<file path="src/rtl/oc8051_cxrom_fetch_if.sv">
// Core/ROM bus for the 8051 code-ROM fetch queue.
// The master side plays the core and the combinational ROM.
interface oc8051_cxrom_fetch_if;
    logic        fetch_en;
    logic        pc_ld;
    logic [15:0] pc_new;
    logic [1:0]  consume;
    logic [15:0] cxrom_addr;
    logic [31:0] cxrom_data_in;
    logic [15:0] fetch_pc;
    logic [23:0] fetch_data;
    logic [1:0]  fetch_valid;
    logic        fetch_err;

    modport master (
        output fetch_en,
        output pc_ld,
        output pc_new,
        output consume,
        output cxrom_data_in,
        input  cxrom_addr,
        input  fetch_pc,
        input  fetch_data,
        input  fetch_valid,
        input  fetch_err
    );

    modport slave (
        input  fetch_en,
        input  pc_ld,
        input  pc_new,
        input  consume,
        input  cxrom_data_in,
        output cxrom_addr,
        output fetch_pc,
        output fetch_data,
        output fetch_valid,
        output fetch_err
    );
endinterface

</file>
<file path="src/rtl/oc8051_cxrom_fetch.sv">
// 8-byte instruction prefetch queue fed 4 bytes at a time
// from a combinational code ROM.
module oc8051_cxrom_fetch (
    input logic                     clk,
    input logic                     rst,
    oc8051_cxrom_fetch_if.slave     bus
);

    typedef enum logic {
        IDLE,
        RUN
    } state_t;

    state_t      state_q, state_d;
    logic [7:0]  mem_q [8];
    logic [7:0]  mem_d [8];
    logic [2:0]  head_q, head_d;
    logic [3:0]  count_q, count_d;
    logic [15:0] head_pc_q, head_pc_d;
    logic [15:0] fill_addr_q, fill_addr_d;
    logic        err_q, err_d;

    logic [1:0]  valid;
    logic        legal;
    logic [1:0]  take;
    logic [3:0]  left;
    logic        fill;
    logic [2:0]  tail;
    logic [2:0]  widx;
    logic [2:0]  ridx;

    always_comb begin
        valid = (count_q >= 4'd3) ? 2'd3 : count_q[1:0];
        legal = (bus.consume <= valid);
        take  = legal ? bus.consume : 2'd0;
        left  = count_q - {2'b00, take};
        fill  = (state_q == RUN) && (left <= 4'd4);
        // count of 8 maps to tail == head, but fill is then impossible
        tail  = head_q + count_q[2:0];
        widx  = 3'd0;

        state_d     = bus.fetch_en ? RUN : IDLE;
        mem_d       = mem_q;
        head_d      = head_q;
        count_d     = count_q;
        head_pc_d   = head_pc_q;
        fill_addr_d = fill_addr_q;
        err_d       = 1'b0;

        if (bus.pc_ld) begin
            count_d     = 4'd0;
            head_pc_d   = bus.pc_new;
            fill_addr_d = bus.pc_new;
        end else begin
            err_d     = !legal;
            head_d    = head_q + {1'b0, take};
            head_pc_d = head_pc_q + {14'd0, take};
            count_d   = left;
            if (fill) begin
                for (int i = 0; i < 4; i++) begin
                    widx = tail + 3'(i);
                    mem_d[widx] = bus.cxrom_data_in[8*i +: 8];
                end
                fill_addr_d = fill_addr_q + 16'd4;
                count_d     = left + 4'd4;
            end
        end
    end

    always_ff @(posedge clk or posedge rst) begin
        if (rst) begin
            state_q     <= IDLE;
            head_q      <= 3'd0;
            count_q     <= 4'd0;
            head_pc_q   <= 16'd0;
            fill_addr_q <= 16'd0;
            err_q       <= 1'b0;
            for (int i = 0; i < 8; i++) begin
                mem_q[i] <= 8'd0;
            end
        end else begin
            state_q     <= state_d;
            head_q      <= head_d;
            count_q     <= count_d;
            head_pc_q   <= head_pc_d;
            fill_addr_q <= fill_addr_d;
            err_q       <= err_d;
            mem_q       <= mem_d;
        end
    end

    // bytes past the valid count read as zero
    always_comb begin
        bus.fetch_data = 24'd0;
        ridx = 3'd0;
        for (int i = 0; i < 3; i++) begin
            ridx = head_q + 3'(i);
            if (valid > 2'(i)) begin
                bus.fetch_data[8*i +: 8] = mem_q[ridx];
            end
        end
    end

    assign bus.cxrom_addr  = fill_addr_q;
    assign bus.fetch_pc    = head_pc_q;
    assign bus.fetch_valid = valid;
    assign bus.fetch_err   = err_q;

endmodule

</file>
<file path="src/flat_wrapper.sv">
// flat-port wrapper written by rule: the top's interface ports become plain ports
module oc8051_cxrom_fetch_flat 
  (clk, rst, bus_fetch_en, bus_pc_ld, bus_pc_new, bus_consume, bus_cxrom_data_in, bus_cxrom_addr, bus_fetch_pc, bus_fetch_data, bus_fetch_valid, bus_fetch_err);
  oc8051_cxrom_fetch_if bus_i ();
  input logic clk;
  input logic rst;
  input wire logic [$bits(bus_i.fetch_en)-1:0] bus_fetch_en;
  input wire logic [$bits(bus_i.pc_ld)-1:0] bus_pc_ld;
  input wire logic [$bits(bus_i.pc_new)-1:0] bus_pc_new;
  input wire logic [$bits(bus_i.consume)-1:0] bus_consume;
  input wire logic [$bits(bus_i.cxrom_data_in)-1:0] bus_cxrom_data_in;
  output wire logic [$bits(bus_i.cxrom_addr)-1:0] bus_cxrom_addr;
  output wire logic [$bits(bus_i.fetch_pc)-1:0] bus_fetch_pc;
  output wire logic [$bits(bus_i.fetch_data)-1:0] bus_fetch_data;
  output wire logic [$bits(bus_i.fetch_valid)-1:0] bus_fetch_valid;
  output wire logic [$bits(bus_i.fetch_err)-1:0] bus_fetch_err;
  assign bus_i.fetch_en = bus_fetch_en;
  assign bus_i.pc_ld = bus_pc_ld;
  assign bus_i.pc_new = bus_pc_new;
  assign bus_i.consume = bus_consume;
  assign bus_i.cxrom_data_in = bus_cxrom_data_in;
  assign bus_cxrom_addr = bus_i.cxrom_addr;
  assign bus_fetch_pc = bus_i.fetch_pc;
  assign bus_fetch_data = bus_i.fetch_data;
  assign bus_fetch_valid = bus_i.fetch_valid;
  assign bus_fetch_err = bus_i.fetch_err;
  oc8051_cxrom_fetch u_core (.clk(clk), .rst(rst), .bus(bus_i));
endmodule
</file>
<file path="config.mk">
export PLATFORM = sky130hd
export DESIGN_NAME = oc8051_cxrom_fetch_flat
export DESIGN_NICKNAME = d
export VERILOG_FILES = /design/src/rtl/oc8051_cxrom_fetch_if.sv /design/src/rtl/oc8051_cxrom_fetch.sv /design/src/flat_wrapper.sv
export SDC_FILE = /design/constraint.sdc
export NUM_CORES = 1
export LEC_CHECK = 0
export CAP_MARGIN = 20
export CORE_ASPECT_RATIO = 1.75
export CORE_MARGIN = 2
export CORE_UTILIZATION = 57
export DETAILED_ROUTE_END_ITERATION = 8
export PLACE_DENSITY = 0.85
export SLEW_MARGIN = 25
export SYNTH_ARGS = -nofsm -noshare
export SYNTH_HDL_FRONTEND = slang
export SYNTH_SLANG_ARGS = --single-unit
</file>
<file path="constraint.sdc">
create_clock -name clk -period 4.8 [get_ports clk]
set_input_delay 0.48 -clock clk [delete_from_list [all_inputs] [get_ports clk]]
set_output_delay 0.48 -clock clk [all_outputs]
set_load 0.05 [all_outputs]
</file>
Yosys cells after proc, flatten, opt, wreduce, memory -nomap -nowiden
Index checks and enable logic that the tools add are counted.

Register bits after elaboration: 105. Input port bits: 54. Output and inout bits: 59. Logic and storage cells: 91.

Add/sub/neg operators: 11. Magnitude comparators: 17. Mux-type cells: 33. Bitwise logic cells: 8. Reduce and logical (&&, ||, !) cells: 8.

Operators with widths (number): 64-bit bitwise mux (4); 8-bit 2-to-1 mux (13); 8-bit demux with 3-bit select (4); 8-bit binary-select mux with 3-bit select (3); 16-bit 2-to-1 mux (3); 4-bit >= comparator, second input constant (7); 3-bit NOT with 4-bit output (7); 16-bit by 2-bit adder with 16-bit output (1); 16-bit by 3-bit adder with 16-bit output, second input constant (1); 4-bit by 1-bit less-than comparator with 1-bit output, second input constant (4); 3-bit by 2-bit adder with 3-bit output, second input constant (3); 4-bit 2-to-1 mux (2); 3-bit by 1-bit adder with 3-bit output, second input constant (2); 1-bit logical AND (5); 4-bit by 3-bit adder with 4-bit output, second input constant (1); 4-bit by 2-bit >= comparator with 1-bit output, second input constant (1); 2-bit by 1-bit > comparator with 1-bit output, second input constant (2); 4-bit by 3-bit less-or-equal comparator with 1-bit output, second input constant (1); 2-bit 2-to-1 mux (2); 4-bit by 2-bit subtractor with 4-bit output (1); 3-bit by 2-bit adder with 3-bit output (1); 3-bit adder (1); 2-bit > comparator, second input constant (1); 2-bit less-or-equal comparator (1); 5 further kinds (6).

Longest topological paths before layout
Depth in word-level cells: 10. Depth in mapped cells: 15. Depth with buffers taken out: 13.

Worst setup path after synthesis
OpenSTA, ideal clock, no wires.

Path type: register to register. Start: register u_core.count_q[2]. End: register u_core.mem_q[32] (netlist name). Setup time: 125 ps. Arrival time: 3871 ps. Data required time: 4675 ps. Path slack: 804 ps. Cell stages (with the launch flop): 16. Buffers on the path: 3. Clock period less this slack: 3996 ps. Cell sequence: dfrtp_1 > buf_4 > nor3_1 > ha_1 > nand2_1 > o21ai_0 > and2_1 > ha_1 > fa_1 > nand2_1 > a21oi_1 > a21boi_0 > buf_2 > o21a_1 > buf_2 > mux2_2.

Word-level cells in the longest chain between the ends: 10. Elaborated cells on any way between the ends: 40. Classes of those cells: 5 x add/sub; 11 x order compare; 14 x mux; 4 x bitwise; 6 x reduce/logical.

RTL lines: start: declaration (line oc8051_cxrom_fetch.sv:18) `logic [3:0] count_q, count_d;`; start signal: assignment (line oc8051_cxrom_fetch.sv:84) `count_q <= count_d;`; 3-bit adder (line oc8051_cxrom_fetch.sv:39) `tail = head_q + count_q[2:0];`; 3-bit by 1-bit adder with 3-bit output / 3-bit NOT with 4-bit output (equally long branches) (line oc8051_cxrom_fetch.sv:61, oc8051_cxrom_fetch.sv:62); 3-bit NOT with 4-bit output (not written as such) (tied with other cells) (line oc8051_cxrom_fetch.sv:62) `mem_d[widx] = bus.cxrom_data_in[8*i +: 8];`; 4-bit >= comparator (not written as such) (tied with other cells) (line oc8051_cxrom_fetch.sv:62); 1-bit logical AND (not written as such) / 8-bit 2-to-1 mux (equally long branches) (line oc8051_cxrom_fetch.sv:62); 8-bit 2-to-1 mux (not written as such) / 8-bit demux with 3-bit select (equally long branches) (line oc8051_cxrom_fetch.sv:62); 8-bit demux with 3-bit select / 64-bit bitwise mux (equally long branches) (line oc8051_cxrom_fetch.sv:62); 64-bit bitwise mux (3 in series) (line oc8051_cxrom_fetch.sv:62); end signal: assignment (line oc8051_cxrom_fetch.sv:88) `mem_q <= mem_d;`; end: declaration (line oc8051_cxrom_fetch.sv:15) `logic [7:0] mem_q [8];`.

Several ways; a longest one is shown, not always the timed one. A chain may end at the register's enable or synchronous reset.

Worst setup path after layout
Start: register u_core.count_q[2]. End: register u_core.mem_q[11] (netlist name).

Same word-level chain as after synthesis.

==> results_dict.tcl <==
set metrics [dict create \
    status "complete, no violations" \
    first_global_vias 8391 \
    critPathKind "flop to flop" \
    synth_area_mm2 0.00857 \
    tritoncts.num_buffers 9 \
    die_area_mm2 0.0161 \
    fin_skew_ns 0.00794 \
    synth_compound_area_share_pct 18.6 \
    syn_avg_cell_area_um2 9.49 \
    ys_seq_elements 105 \
    clock_latency_ns 0.36 \
    drive_gt1_share_pct 15.6 \
    finalMaxSlewViolations 0 \
    critPathLaunchType "flop" \
    grt_usage_pct 36.6 \
    synthSimpleGateAreaFrac_pct 16.4 \
    fillCellCount 1137 \
    min_period_ns 4.18 \
    die_x_um 96.7 \
    coreArea_mm2 0.0148 \
    synth_fa_ha_area_share_pct 2.69 \
    period_share_pct 87.0 \
    grt_pass1_wl_mm 46.5 \
    n_antenna_cell 0 \
    path_cells "or3_1 -> ha_1 -> nand2_1 -> o21ai_0 -> and2_1 -> ha_1 -> fa_1 -> nand2_1 -> a21oi_1 -> a21boi_1 -> buf_4 -> and2_1 -> mux2_2" \
    cp.depth 13 \
    io_buffers 112 \
    finish.instance_area_mm2 0.0100 \
    rsz0062_at_grt "false" \
    synth_ff_type "dfrtp_1" \
    crit_fanout 22 \
    fin_tns_setup_ns 0 \
    worstSetupEndpointType "flop" \
    cts_sinks 105 \
    final_cell_mix "clkdlybuf4s50_1, dfrtp_1, nand2_1" \
    die_y_um 166 \
    crit_family "simple AND/OR/NAND/NOR gates" \
    clock_path_buffers 2 \
    avgRoutedWirePerCell_um 25.5 \
    relSlewSlack_pct 26.6 \
    slowest_delay_ns 0.55 \
    yosysWarnings 0 \
    worst_pin_slew_ns 1.09 \
    cts_hold_buffers 0 \
    async_reset_ff_share_pct 100 \
    nNetsFinal 1038 \
    cts_resized 0 \
    vias 8443 \
    place_congestion 1.02 \
    ff2ff_path_depth 13 \
    synth_top_family_by_area "multiplexers" \
    cp.arrival_ns 4.42 \
    firstDrtPassIters 5 \
    seq_area_frac_synth_pct 30.6 \
    muxShareOfSynthArea_pct 22.3 \
    hold_viol_final 0 \
    worstReg2RegEnd "u_core.mem_q[11]" \
    cts_tree "built" \
    cp_data_required_time_ns 5.05 \
    hold-path-endpoint "u_core.bus.cxrom_addr[1]" \
    path_clk_slew_ns 0.07 \
    htreeDepth 3 \
    crit_buf_inv 1 \
    drt_iter0_markers 1037 \
    reg2reg_slack_ns 0.62 \
    area_delta_synth_final_pct 16.8 \
    slowest_stage "fa_1" \
    synth-xor-area-share_pct 4.57 \
    max_freq_mhz 239 \
    hp-class "flop to flop" \
    grt_antenna_before_repair 1 \
    io_pins 113 \
    synthesis.nets 973 \
    drt-total-wl_mm 29.5 \
    final_common_cell "clkdlybuf4s50_1" \
    overflow 0 \
    synth_cell_types 67 \
    viasPerCell 7.31 \
    placed_area_mm2 0.00975 \
    dp_hpwl_mm 22.3 \
    reg2reg_from "u_core.count_q[2]" \
    drc 0 \
    synth_edf_count 0 \
    syn-instance-count 903 \
    cap_violations 0 \
    ant_nets 0 \
    setup_violations 0 \
    min-delay-start "u_core.bus.cxrom_addr[1]" \
    start_util_pct 58.1 \
    root_buffer "clkbuf_16" \
    post_cts_buffers 0 \
    min_delay_path_depth 1 \
    num_rows 59 \
    grt_max_degree 71 \
]
## worst register-to-register path, cell delays in order, from the launching register on
cell,delay [ns]
dfrtp_1,0.48
or3_1,0.44
ha_1,0.29
nand2_1,0.05
o21ai_0,0.13
and2_1,0.23
ha_1,0.22
fa_1,0.55
nand2_1,0.11
a21oi_1,0.20
a21boi_1,0.20
buf_4,0.27
and2_1,0.50
mux2_2,0.41
## synthesized netlist by cell type, drive strengths merged (2+ instances only)
master	count	area (um^2)
a211oi	8	60.1
a21boi	2	15.0
a21o	5	37.5
a21oi	41	213
a221o	7	70.1
a22oi	2	33.8
a311oi	5	43.8
a31oi	41	257
a32oi	24	210
and2	6	37.5
and3	24	150
and4	8	70.1
buf	25	126
clkbuf	51	195
dfrtp	105	2630
fa	4	80.1
ha	12	150
inv	23	86.3
mux2	55	619
mux2i	28	280
mux4	45	1010
nand2	90	338
nand2b	14	87.6
nand3	49	245
nand4	6	37.5
nor2	62	238
nor2b	3	18.8
nor3	19	106
nor3b	3	22.5
nor4	5	31.3
o211ai	4	30.0
o21ai	35	175
o221ai	2	17.5
o22ai	21	131
o2bb2ai	3	26.3
o32a	9	90.1
o32ai	9	78.8
or3	2	12.5
xnor2	18	218
xor2	14	123
## state kept, by name (all words and copies together) (netlist names)
name                   flops
u_core.head_q              3
u_core.bus.fetch_err       1
u_core.mem_q              64
u_core.bus.cxrom_addr     16
u_core.state_q             1
u_core.bus.fetch_pc       16
u_core.count_q             4
## metrics by stage
step	utilization, %	instances	setup slack (ns)	hold slack (ns)
floorplan	-	903	0.804	0.488
global placement	66.0	1140	0.725	0.491
detailed placement	66.0	1140	0.574	0.499
CTS	67.8	1155	0.654	0.514
global route	67.8	1155	0.299	0.533
finish	67.8	1155	0.622	0.508
## cell type report
class / count / area, um^2 / share of cell area (%)
Inverter: 23 / 88.8 / 0.887
Multi-Input combinational cell: 699 / 5540 / 55.3
Timing Repair Buffer: 130 / 1260 / 12.5
Clock inverter: 6 / 43.8 / 0.437
Sequential cell: 105 / 2630 / 26.2
Tap cell: 183 / 229 / 2.29
Clock buffer: 9 / 225 / 2.25
## cells by family (layout without fill, tap and decap cells)
group                      count (synthesis)  in the layout
xor gates and xnor gates                  34             34
DFF                                      105            105
AOI/OAI and AO/OA                        228            228
muxes                                    128            128
and+or+nand+nor                          293            293
adders and majority gates                 16             16
buffers and inverters                     99            168
## worst max-delay path by stage
stage	startpoint	endpoint	slack, ns
after floorplan	u_core.count_q[2]	u_core.mem_q[32]	0.80
after global placement	bus_consume[0]	u_core.mem_q[9]	0.73
after detailed placement	bus_consume[1]	u_core.mem_q[9]	0.57
after CTS	u_core.count_q[2]	u_core.mem_q[8]	0.65
after global routing	u_core.count_q[2]	u_core.mem_q[8]	0.30
final	u_core.count_q[2]	u_core.mem_q[11]	0.62
## layer usage
layer | GRT usage, % | part of all wire (%) | vias up
met1 | 40.2 | 33 | 3982
met2 | 63.5 | 51 | 695
li1 | - | - | 3574
met3 | 6.36 | 8.4 | 192
met5 | 0 | 0 | -
met4 | 25.4 | 7.8 | 0
Power is not shown: default switching activity piles up to over one toggle a cycle in this logic, so the estimate is an artifact.
